===== config.mk =====
export PLATFORM = sky130hd
export DESIGN_NAME = band_power_calc_flat
export DESIGN_NICKNAME = d
export VERILOG_FILES = /design/src/rtl/freqs_pkg.sv /design/src/rtl/band_power_calc_if.sv /design/src/rtl/band_sq_unit.sv /design/src/rtl/band_power_calc.sv /design/src/flat_wrapper.sv
export SDC_FILE = /design/constraint.sdc
export NUM_CORES = 2
export LEC_CHECK = 0
export ABC_AREA = 0
export ABC_CLOCK_PERIOD_IN_PS = 7500
export CELL_PAD_IN_SITES_DETAIL_PLACEMENT = 1
export CELL_PAD_IN_SITES_GLOBAL_PLACEMENT = 1
export CORE_MARGIN = 10
export CORE_UTILIZATION = 50
export DETAILED_ROUTE_END_ITERATION = 10
export GPL_TIMING_DRIVEN = 1
export PLACE_DENSITY_LB_ADDON = 0.1
export SYNTH_ARGS = -nofsm -noshare
export SYNTH_HDL_FRONTEND = slang
export SYNTH_SLANG_ARGS = --single-unit

===== constraint.sdc =====
create_clock -name sample_clk -period 7.5 [get_ports sample_clk]
set_input_delay 2.25 -clock sample_clk [delete_from_list [all_inputs] [get_ports sample_clk]]
set_output_delay 2.25 -clock sample_clk [all_outputs]
set_load 0.01 [all_outputs]

===== src/rtl/freqs_pkg.sv =====
// Constants and state encodings shared by band_power_calc and freqs_display.
package freqs_pkg;

    localparam int NUM_BANDS = 10;
    localparam int SAMPLE_W  = 16;
    localparam int OUT_W     = 12;
    localparam int IDX_W     = 4;

    // Largest bar height; scaled energies above this are clipped.
    localparam int BIN_MAX   = 4095;

    typedef enum logic [1:0] {
        ST_RUN   = 2'd0,
        ST_DRAIN = 2'd1,
        ST_DUMP  = 2'd2,
        ST_DONE  = 2'd3
    } state_e;

endpackage


===== src/rtl/band_power_calc_if.sv =====
// Serial band-sample stream from the filter bank (valid/ready handshake).
interface band_power_calc_if;
    import freqs_pkg::*;

    logic                       band_valid;
    logic [IDX_W-1:0]           band_idx;
    logic signed [SAMPLE_W-1:0] band_sample;
    logic                       band_ready;

    modport master (output band_valid, band_idx, band_sample, input band_ready);
    modport slave  (input band_valid, band_idx, band_sample, output band_ready);
endinterface


===== src/rtl/band_sq_unit.sv =====
// One-stage registered signed squarer; valid and band index travel alongside.
module band_sq_unit
    import freqs_pkg::*;
(
    input  logic                       sample_clk,
    input  logic                       rst_n,
    input  logic                       in_valid,
    input  logic [IDX_W-1:0]           in_idx,
    input  logic signed [SAMPLE_W-1:0] in_sample,
    output logic                       sq_valid,
    output logic [IDX_W-1:0]           sq_idx,
    output logic [2*SAMPLE_W-1:0]      sq_val
);

    logic signed [2*SAMPLE_W-1:0] sample_ext;
    logic signed [2*SAMPLE_W-1:0] prod;

    // Sign-extend before multiplying so the product is the full 32-bit square.
    always_comb begin
        sample_ext = (2*SAMPLE_W)'(in_sample);
        prod       = sample_ext * sample_ext;
    end

    // Square register with pass-through of valid and index.
    always_ff @(posedge sample_clk or negedge rst_n) begin
        if (!rst_n) begin
            sq_valid <= 1'b0;
            sq_idx   <= '0;
            sq_val   <= '0;
        end else begin
            sq_valid <= in_valid;
            sq_idx   <= in_idx;
            sq_val   <= $unsigned(prod);
        end
    end

endmodule


===== src/rtl/band_power_calc.sv =====
// Per-band energy accumulation with periodic snapshot into ten bar heights.
module band_power_calc #(
    parameter int NUM_BANDS = freqs_pkg::NUM_BANDS,
    parameter int SAMPLE_W  = freqs_pkg::SAMPLE_W,
    parameter int ACC_W     = 40,
    parameter int OUT_W     = freqs_pkg::OUT_W,
    parameter int SHIFT     = 20
) (
    input  logic                 sample_clk,
    input  logic                 rst_n,
    band_power_calc_if.slave     bus,
    input  logic                 set_values_flag,
    output logic [OUT_W-1:0]     bin1_out,
    output logic [OUT_W-1:0]     bin2_out,
    output logic [OUT_W-1:0]     bin3_out,
    output logic [OUT_W-1:0]     bin4_out,
    output logic [OUT_W-1:0]     bin5_out,
    output logic [OUT_W-1:0]     bin6_out,
    output logic [OUT_W-1:0]     bin7_out,
    output logic [OUT_W-1:0]     bin8_out,
    output logic [OUT_W-1:0]     bin9_out,
    output logic [OUT_W-1:0]     bin10_out,
    output logic                 update_done,
    output logic                 overrun,
    output logic                 bad_idx
);
    import freqs_pkg::*;

    localparam logic [IDX_W-1:0] NB_IDX    = IDX_W'(NUM_BANDS);
    localparam logic [IDX_W-1:0] LAST_BAND = IDX_W'(NUM_BANDS - 1);
    localparam logic [ACC_W-1:0] CLIP_ACC  = ACC_W'(BIN_MAX);

    state_e                     state_reg, state_next;
    logic [IDX_W-1:0]           cnt_reg, cnt_next;
    logic                       accepted;
    logic                       dump_en;

    logic                       in_valid_reg;
    logic [IDX_W-1:0]           in_idx_reg;
    logic signed [SAMPLE_W-1:0] in_sample_reg;

    logic                       sq_valid;
    logic [IDX_W-1:0]           sq_idx;
    logic [2*SAMPLE_W-1:0]      sq_val;

    assign bus.band_ready = (state_reg == ST_RUN);
    assign update_done    = (state_reg == ST_DONE);
    assign accepted       = bus.band_valid && bus.band_ready;
    assign dump_en        = (state_reg == ST_DUMP);

    // Capture each transferred sample; the squarer works on this copy.
    always_ff @(posedge sample_clk or negedge rst_n) begin
        if (!rst_n) begin
            in_valid_reg  <= 1'b0;
            in_idx_reg    <= '0;
            in_sample_reg <= '0;
        end else begin
            in_valid_reg  <= accepted;
            in_idx_reg    <= bus.band_idx;
            in_sample_reg <= bus.band_sample;
        end
    end

    band_sq_unit u_sq (
        .sample_clk (sample_clk),
        .rst_n      (rst_n),
        .in_valid   (in_valid_reg),
        .in_idx     (in_idx_reg),
        .in_sample  (in_sample_reg),
        .sq_valid   (sq_valid),
        .sq_idx     (sq_idx),
        .sq_val     (sq_val)
    );

    // State and shared drain/dump counter.
    always_ff @(posedge sample_clk or negedge rst_n) begin
        if (!rst_n) begin
            state_reg <= ST_RUN;
            cnt_reg   <= '0;
        end else begin
            state_reg <= state_next;
            cnt_reg   <= cnt_next;
        end
    end

    // Next state: the drain lasts two cycles so in-flight squares land first.
    always_comb begin
        state_next = state_reg;
        cnt_next   = cnt_reg;
        case (state_reg)
            ST_RUN: begin
                if (set_values_flag) begin
                    state_next = ST_DRAIN;
                    cnt_next   = '0;
                end
            end
            ST_DRAIN: begin
                if (cnt_reg == IDX_W'(1)) begin
                    state_next = ST_DUMP;
                    cnt_next   = '0;
                end else begin
                    cnt_next = cnt_reg + 1'b1;
                end
            end
            ST_DUMP: begin
                if (cnt_reg == LAST_BAND) begin
                    state_next = ST_DONE;
                    cnt_next   = '0;
                end else begin
                    cnt_next = cnt_reg + 1'b1;
                end
            end
            ST_DONE: state_next = ST_RUN;
            default: state_next = ST_RUN;
        endcase
    end

    // Sticky error flags: snapshot request while busy, and out-of-range band.
    always_ff @(posedge sample_clk or negedge rst_n) begin
        if (!rst_n) begin
            overrun <= 1'b0;
            bad_idx <= 1'b0;
        end else begin
            if (set_values_flag && (state_reg != ST_RUN))
                overrun <= 1'b1;
            if (accepted && (bus.band_idx >= NB_IDX))
                bad_idx <= 1'b1;
        end
    end

    // One accumulator and one output latch per band. An index >= NUM_BANDS
    // matches no band, so such samples simply vanish.
    for (genvar gi = 0; gi < NUM_BANDS; gi++) begin : g_band
        logic [ACC_W-1:0] acc_reg;
        logic [OUT_W-1:0] bin_reg;
        logic [ACC_W:0]   sum_w;
        logic [ACC_W-1:0] shifted_w;
        logic             sel_dump;

        assign sum_w     = {1'b0, acc_reg} + (ACC_W+1)'(sq_val);
        assign shifted_w = acc_reg >> SHIFT;
        assign sel_dump  = dump_en && (cnt_reg == IDX_W'(gi));

        // Saturating accumulate; cleared in this band's dump cycle.
        always_ff @(posedge sample_clk or negedge rst_n) begin
            if (!rst_n)
                acc_reg <= '0;
            else if (sel_dump)
                acc_reg <= '0;
            else if (sq_valid && (sq_idx == IDX_W'(gi)))
                acc_reg <= sum_w[ACC_W] ? '1 : sum_w[ACC_W-1:0];
        end

        // Latch the scaled, clipped energy when this band is dumped.
        always_ff @(posedge sample_clk or negedge rst_n) begin
            if (!rst_n)
                bin_reg <= '0;
            else if (sel_dump)
                bin_reg <= (shifted_w > CLIP_ACC) ? OUT_W'(BIN_MAX) : shifted_w[OUT_W-1:0];
        end
    end

    assign bin1_out  = g_band[0].bin_reg;
    assign bin2_out  = g_band[1].bin_reg;
    assign bin3_out  = g_band[2].bin_reg;
    assign bin4_out  = g_band[3].bin_reg;
    assign bin5_out  = g_band[4].bin_reg;
    assign bin6_out  = g_band[5].bin_reg;
    assign bin7_out  = g_band[6].bin_reg;
    assign bin8_out  = g_band[7].bin_reg;
    assign bin9_out  = g_band[8].bin_reg;
    assign bin10_out = g_band[9].bin_reg;

endmodule

===== src/flat_wrapper.sv =====
// flat-port wrapper written by rule: the top's interface ports become plain ports
module band_power_calc_flat import freqs_pkg::*;
#(
    parameter int NUM_BANDS = freqs_pkg::NUM_BANDS,
    parameter int SAMPLE_W  = freqs_pkg::SAMPLE_W,
    parameter int ACC_W     = 40,
    parameter int OUT_W     = freqs_pkg::OUT_W,
    parameter int SHIFT     = 20
)
  (sample_clk, rst_n, set_values_flag, bin1_out, bin2_out, bin3_out, bin4_out, bin5_out, bin6_out, bin7_out, bin8_out, bin9_out, bin10_out, update_done, overrun, bad_idx, bus_band_valid, bus_band_idx, bus_band_sample, bus_band_ready);
  band_power_calc_if bus_i ();
  input  logic sample_clk;
  input  logic rst_n;
  input  logic set_values_flag;
  output logic [OUT_W-1:0] bin1_out;
  output logic [OUT_W-1:0] bin2_out;
  output logic [OUT_W-1:0] bin3_out;
  output logic [OUT_W-1:0] bin4_out;
  output logic [OUT_W-1:0] bin5_out;
  output logic [OUT_W-1:0] bin6_out;
  output logic [OUT_W-1:0] bin7_out;
  output logic [OUT_W-1:0] bin8_out;
  output logic [OUT_W-1:0] bin9_out;
  output logic [OUT_W-1:0] bin10_out;
  output logic update_done;
  output logic overrun;
  output logic bad_idx;
  input wire logic [$bits(bus_i.band_valid)-1:0] bus_band_valid;
  input wire logic [$bits(bus_i.band_idx)-1:0] bus_band_idx;
  input wire logic [$bits(bus_i.band_sample)-1:0] bus_band_sample;
  output wire logic [$bits(bus_i.band_ready)-1:0] bus_band_ready;
  assign bus_i.band_valid = bus_band_valid;
  assign bus_i.band_idx = bus_band_idx;
  assign bus_i.band_sample = bus_band_sample;
  assign bus_band_ready = bus_i.band_ready;
  band_power_calc #(.NUM_BANDS(NUM_BANDS), .SAMPLE_W(SAMPLE_W), .ACC_W(ACC_W), .OUT_W(OUT_W), .SHIFT(SHIFT)) u_core (.sample_clk(sample_clk), .rst_n(rst_n), .bus(bus_i), .set_values_flag(set_values_flag), .bin1_out(bin1_out), .bin2_out(bin2_out), .bin3_out(bin3_out), .bin4_out(bin4_out), .bin5_out(bin5_out), .bin6_out(bin6_out), .bin7_out(bin7_out), .bin8_out(bin8_out), .bin9_out(bin9_out), .bin10_out(bin10_out), .update_done(update_done), .overrun(overrun), .bad_idx(bad_idx));
endmodule

# --- Yosys cells after proc, flatten, opt, wreduce, memory -nomap -nowiden ---
# Cells that the tools add are included.
op_classes:
  add_sub_neg: 11
  n_eq_ne: 24
  order_cmp: 11
  reduce_logical: 40
  multipliers: 1
  mux: 48
op_table:
  columns: ["cell", "n"]
  rows:
  - ["$mux W40", 30]
  - ["$add A40 B32 Y41", 10]
  - ["$gt A20 B12 Y1 const B", 10]
  - ["$mux W12", 10]
  - ["$eq A4 B3 Y1 const B", 8]
  - ["$mul A16 B16 Y32", 1]
  - ["$logic_and A1 B1 Y1", 23]
  - ["$reduce_bool A2 Y1", 11]
  - ["$eq A4 B2 Y1 const B", 4]
  - ["$eq A4 B4 Y1 const B", 4]
  - ["$mux W4", 3]
  - ["$pmux W4 S3", 1]
  - ["$eq A4 B1 Y1 const B", 2]
  - ["$logic_not A4 Y1", 2]
  - ["$pmux W2 S4", 1]
  - ["$mux W2", 3]
  - ["$add A4 B1 Y4 const B", 1]
  - ["$eq A2 B2 Y1 const B", 2]
  - ["$ge A4 B4 Y1 const B", 1]
  - ["$ne A2 B2 Y1 const B", 2]
  - ["$reduce_and A3 Y1", 1]
  - ["$reduce_bool A3 Y1", 1]
  - ["$eq A2 B1 Y1 const B", 1]
  - ["$logic_not A2 Y1", 1]
  - ["2 further kinds", 2]
totals:
  elab_cells: 165
  input_bits: 24
  output_inout_bits: 124
  reg_bits: 586

# --- Longest topological paths before layout ---
depth:
  word_depth: 4
  depth_mapped: 25
  depth_no_buf: 24

# --- Modules after synthesis ---
# Synthesis repeated with hierarchy kept, for this count alone.
hier_totals:
  cells_unflattened: 5176
  hier_area_um2: 47654.5
by_module_without_submodules:
  columns: ["mod", "n_inst", "cells_per_inst", "area_each_um2", "seq_area_each_um2"]
  rows:
  - ["band_power_calc", 1, 4152, 37816.3, 13738.2]
  - ["band_sq_unit", 1, 1024, 9838.2, 900.9]

# --- Least setup slack after synthesis ---
# OpenSTA, ideal clock, no wires.
synth_timing:
  path_type: "register -> register"
  from: "reg u_core.in_sample_reg[4]"
  to: "reg u_core.u_sq.sq_val[31]"
  synth_period_minus_slack_ns: 6.272
  setup_slack_ns: 1.228
  t_arrival_ns: 6.193
  required_ns: 7.421
  n_path_buf: 2
  path_stages_with_launch: 24
  path_cell_list: "dfrtp_1 -> clkbuf_1 -> clkbuf_1 -> nand2_1 -> fa_1 -> inv_1 -> fa_1 -> fa_1 -> fa_1 -> fa_1 -> inv_1 -> fa_1 -> inv_1 -> ha_1 -> a21o_1 -> a21o_1 -> a21o_1 -> a21o_1 -> a221oi_1 -> o21a_1 -> o211ai_1 -> a31o_2 -> a21oi_1 -> xor2_1"
synth_between:
  elab_chain_len: 1
synth_rtl:
  columns: ["item", "line", "text"]
  rows:
  - ["from (decl)", "band_power_calc.sv:40", "logic signed [SAMPLE_W-1:0] in_sample_reg;"]
  - ["from (signal assigned)", "band_power_calc.sv:60", "in_sample_reg <= bus.band_sample;"]
  - ["$mul A16 B16 Y32", "band_sq_unit.sv:21", "prod = sample_ext * sample_ext;"]
  - ["net u_core.u_sq.prod[31]", "band_sq_unit.sv:16", "logic signed [2*SAMPLE_W-1:0] prod;"]
  - ["to (signal assigned)", "band_sq_unit.sv:33", "sq_val <= $unsigned(prod);"]
  - ["to (decl)", "band_sq_unit.sv:12", "output logic [2*SAMPLE_W-1:0] sq_val"]
# The timed path passes the listed nets, and every way through them passes these cells.
# A chain may end at the register's enable or synchronous reset.

# --- Worst setup path in the final report ---
layout_timing:
  from: "reg u_core.in_sample_reg[2]"
  to: "reg u_core.u_sq.sq_val[31]"
# The elaborated chain is that of the path after synthesis.

==> flow_summary.json <==
{
  "async_flop_share": 1.000,
  "fin_cells": 6588,
  "dr.pass1.iters": 7,
  "synth_area_leader_cell": "dfrtp_1",
  "vias": 40570,
  "core_um2": 93470,
  "synth_warnings": 0,
  "whs_path_depth": 0,
  "drv_cap": 0,
  "htreeDepth": 3,
  "die-area_um2": 107000,
  "synthTopCellsByArea": "dfrtp_1 31%, ha_1 11%, fa_1 9.9%",
  "io_buffers": 147,
  "ys_seq_elements": 585,
  "cts_tree": "yes",
  "routed_wirelength_um": 151100,
  "ff2ff_path_depth": 21,
  "worstPathRequired_ns": 8.06,
  "wl_per_cell_um": 22.93,
  "clkTransAtPathRegs_ns": 0.06,
  "worst_pin_slew_ns": 1.265,
  "via_per_inst": 6.157,
  "end_kind": "register",
  "hold_path.class": "register to register",
  "cts_setup_buffers": 0,
  "synth_cell_types": 107,
  "grt.met3_usage": 0.03934,
  "critPathKind": "register to register",
  "hold-path-endpoint": "u_core.u_sq.sq_idx[2]",
  "crit_arrival_ns": 7.59,
  "rsz0062_at_grt": "false",
  "drive_gt1_frac": 0.05983,
  "worst_clock_skew_ns": 0.02392,
  "path_cells": "nand2_1 > fa_1 > fa_1 > fa_1 > inv_1 > fa_1 > fa_1 > inv_1 > fa_1 > inv_1 > ha_1 > a21oi_1 > a21oi_1 > a211oi_1 > o21ai_1 > a221oi_1 > o21a_1 > o211ai_1 > a31o_2 > a21oi_1 > xor2_1",
  "clock_sinks": 585,
  "netlist_area_um2": 47180,
  "cp_common_cell": "fa_1",
  "syn_inst": 5167,
  "start_kind": "register",
  "synth-edff-count": 0,
  "yosys.area.top_type_share": 0.3103,
  "hold_ws_ns": 0.3710,
  "grt_pass1_vias": 43230,
  "die_w_um": 327.2,
  "tns_ns": 0,
  "hold_viol_final": 0,
  "place.gp.congestion": 0.8653,
  "ys_seq_area_frac": 0.3103,
  "boundaryPins": 148,
  "min-delay-start": "u_core.in_idx_reg[2]",
  "slowest_stage": "dfrtp_1",
  "met2_usage": 0.4725,
  "grt_use_total": 0.2796,
  "r2r_end": "u_core.u_sq.sq_val[31]",
  "cp_max_fo": 17,
  "hold_buffers": 0,
  "synthFlopType": "dfrtp_1",
  "ant_nets": 0,
  "status": "finished, final reports clean",
  "row_count": 112,
  "setup_viol": 0,
  "drv_slew": 0,
  "max_stage_delay_ns": 0.73,
  "hpwl_um": 108800,
  "synthToLayoutAreaGrowth_pct": 11.54,
  "clockRootBuffer": "clkbuf_16",
  "fmax_ghz": 0.1422,
  "ctsResizeCount": 0,
  "numCtsBuffers": 72,
  "layout_worst_path_cycle_share": 0.9378,
  "avgSynthCellArea_um2": 9.130,
  "fin_nets": 5950,
  "clockBufferDepth": 3,
  "antenna_found_initial": 2,
  "grt_pass1_wl_um": 243300,
  "dp_cells": 6458,
  "overflow": 0,
  "reg2reg_from": "u_core.in_sample_reg[2]",
  "met1_usage": 0.3656,
  "synth_commonest_cells": "585 x dfrtp_1, 457 x o21ai_0, 414 x ha_1, 411 x a21oi_1, 396 x inv_1",
  "grt_max_degree": 122,
  "synth_nets": 5839,
  "die_y_um": 327.2,
  "slew_headroom": 0.1548,
  "largest_reg_flops": 400,
  "start_util": 0.5047,
  "drc": 0,
  "busiest_layer": "met2",
  "r2r_slack_ns": 0.47,
  "drt-initial-drc-count": 2668,
  "yosysMostFrequentCell": "dfrtp_1",
  "clk-insertion-delay-late_ns": 0.66,
  "min_period_ns": 7.033
}
## worst max-delay path: cells and delay by family, from the launching register on
kind | cells | cell delay, ns
XOR/XNOR | 1 | 0.16
AND/OR/NAND/NOR | 1 | 0.20
flip-flops | 1 | 0.73
buffers and inverters | 3 | 0.15
adder cells (fa/ha/maj) | 7 | 3.43
AO/OA/AOI/OAI | 9 | 2.26
## kinds of logic (layout without fill, tap and decap cells)
group,Yosys count,after routing,synth area share
compound gates,1748,1748,0.2396
simple gates,1258,1258,0.1302
fa+ha+maj,648,648,0.2091
buf+inv,589,754,0.04774
flops,585,585,0.3103
xor+xnor,334,334,0.06201
mux,5,5,0.001061
other cells,0,2,0
## how the worst max path moves through the flow
stage,from,endpoint,depth (start not counted)
2_1_floorplan,u_core.in_sample_reg[4],u_core.u_sq.sq_val[31],23
3_3_place_gp,u_core.in_sample_reg[2],u_core.u_sq.sq_val[31],21
3_5_place_dp,u_core.in_sample_reg[2],u_core.u_sq.sq_val[31],21
4_1_cts,u_core.in_sample_reg[2],u_core.u_sq.sq_val[31],21
5_1_grt,u_core.in_sample_reg[2],u_core.u_sq.sq_val[31],21
6_report,u_core.in_sample_reg[2],u_core.u_sq.sq_val[31],21
## cell type report
| class | instances | area (um^2) |
|---|---|---|
| fillers | 10860 | 40850 |
| multi-input cells | 3993 | 30360 |
| flip-flops and latches | 585 | 14640 |
| repair buffers | 229 | 2142 |
| clock buffers | 99 | 2076 |
| well taps | 1254 | 1569 |
| inverters | 397 | 1490 |
| clock inverters | 29 | 337.8 |
| diodes | 2 | 5.005 |
## cells in the final DEF, fill, tap and decap left out, types with 14 or more instances in the layout
master / n
ha_1: 414
o22ai_1: 33
and4_1: 19
a31o_2: 14
a211oi_1: 56
a311oi_1: 24
nor2b_1: 41
and2_1: 70
nand4_1: 40
xnor2_1: 198
and3_1: 68
fa_1: 234
o31ai_1: 14
clkdlybuf4s50_1: 146
o211ai_1: 22
or3_1: 20
a21oi_1: 411
o22a_1: 120
clkinv_2: 14
o21bai_1: 41
nand2_1: 304
o21a_1: 43
o21ai_0: 456
nor3_1: 127
or2_2: 18
dfrtp_1: 585
a31oi_1: 212
buf_4: 78
nand3_1: 95
nor4_1: 25
inv_1: 396
xor2_1: 136
nor2_1: 328
nand2b_1: 41
a21o_1: 147
clkbuf_16: 74
## routing by layer
| metal | part of all wire | wire length [um] | vias up |
|---|---|---|---|
| met5 | 0.00011 | 17 | - |
| met4 | 0.036 | 5401 | 2 |
| met3 | 0.043 | 6430 | 242 |
| met2 | 0.48 | 72130 | 807 |
| met1 | 0.44 | 67080 | 20650 |
| li1 | - | - | 18870 |
## per-stage QoR
stage	area, um^2	setup slack (ns)	utilization
floorplan	47180	1.228	-
global placement	50200	0.7731	0.5371
detailed placement	50200	0.4606	0.5371
CTS	52620	0.4249	0.5629
global route	52620	0.1374	0.5629
finish	52620	0.4668	0.5630
Power is not shown: default switching activity piles up to over one toggle a cycle in this logic, so the estimate is an artifact.
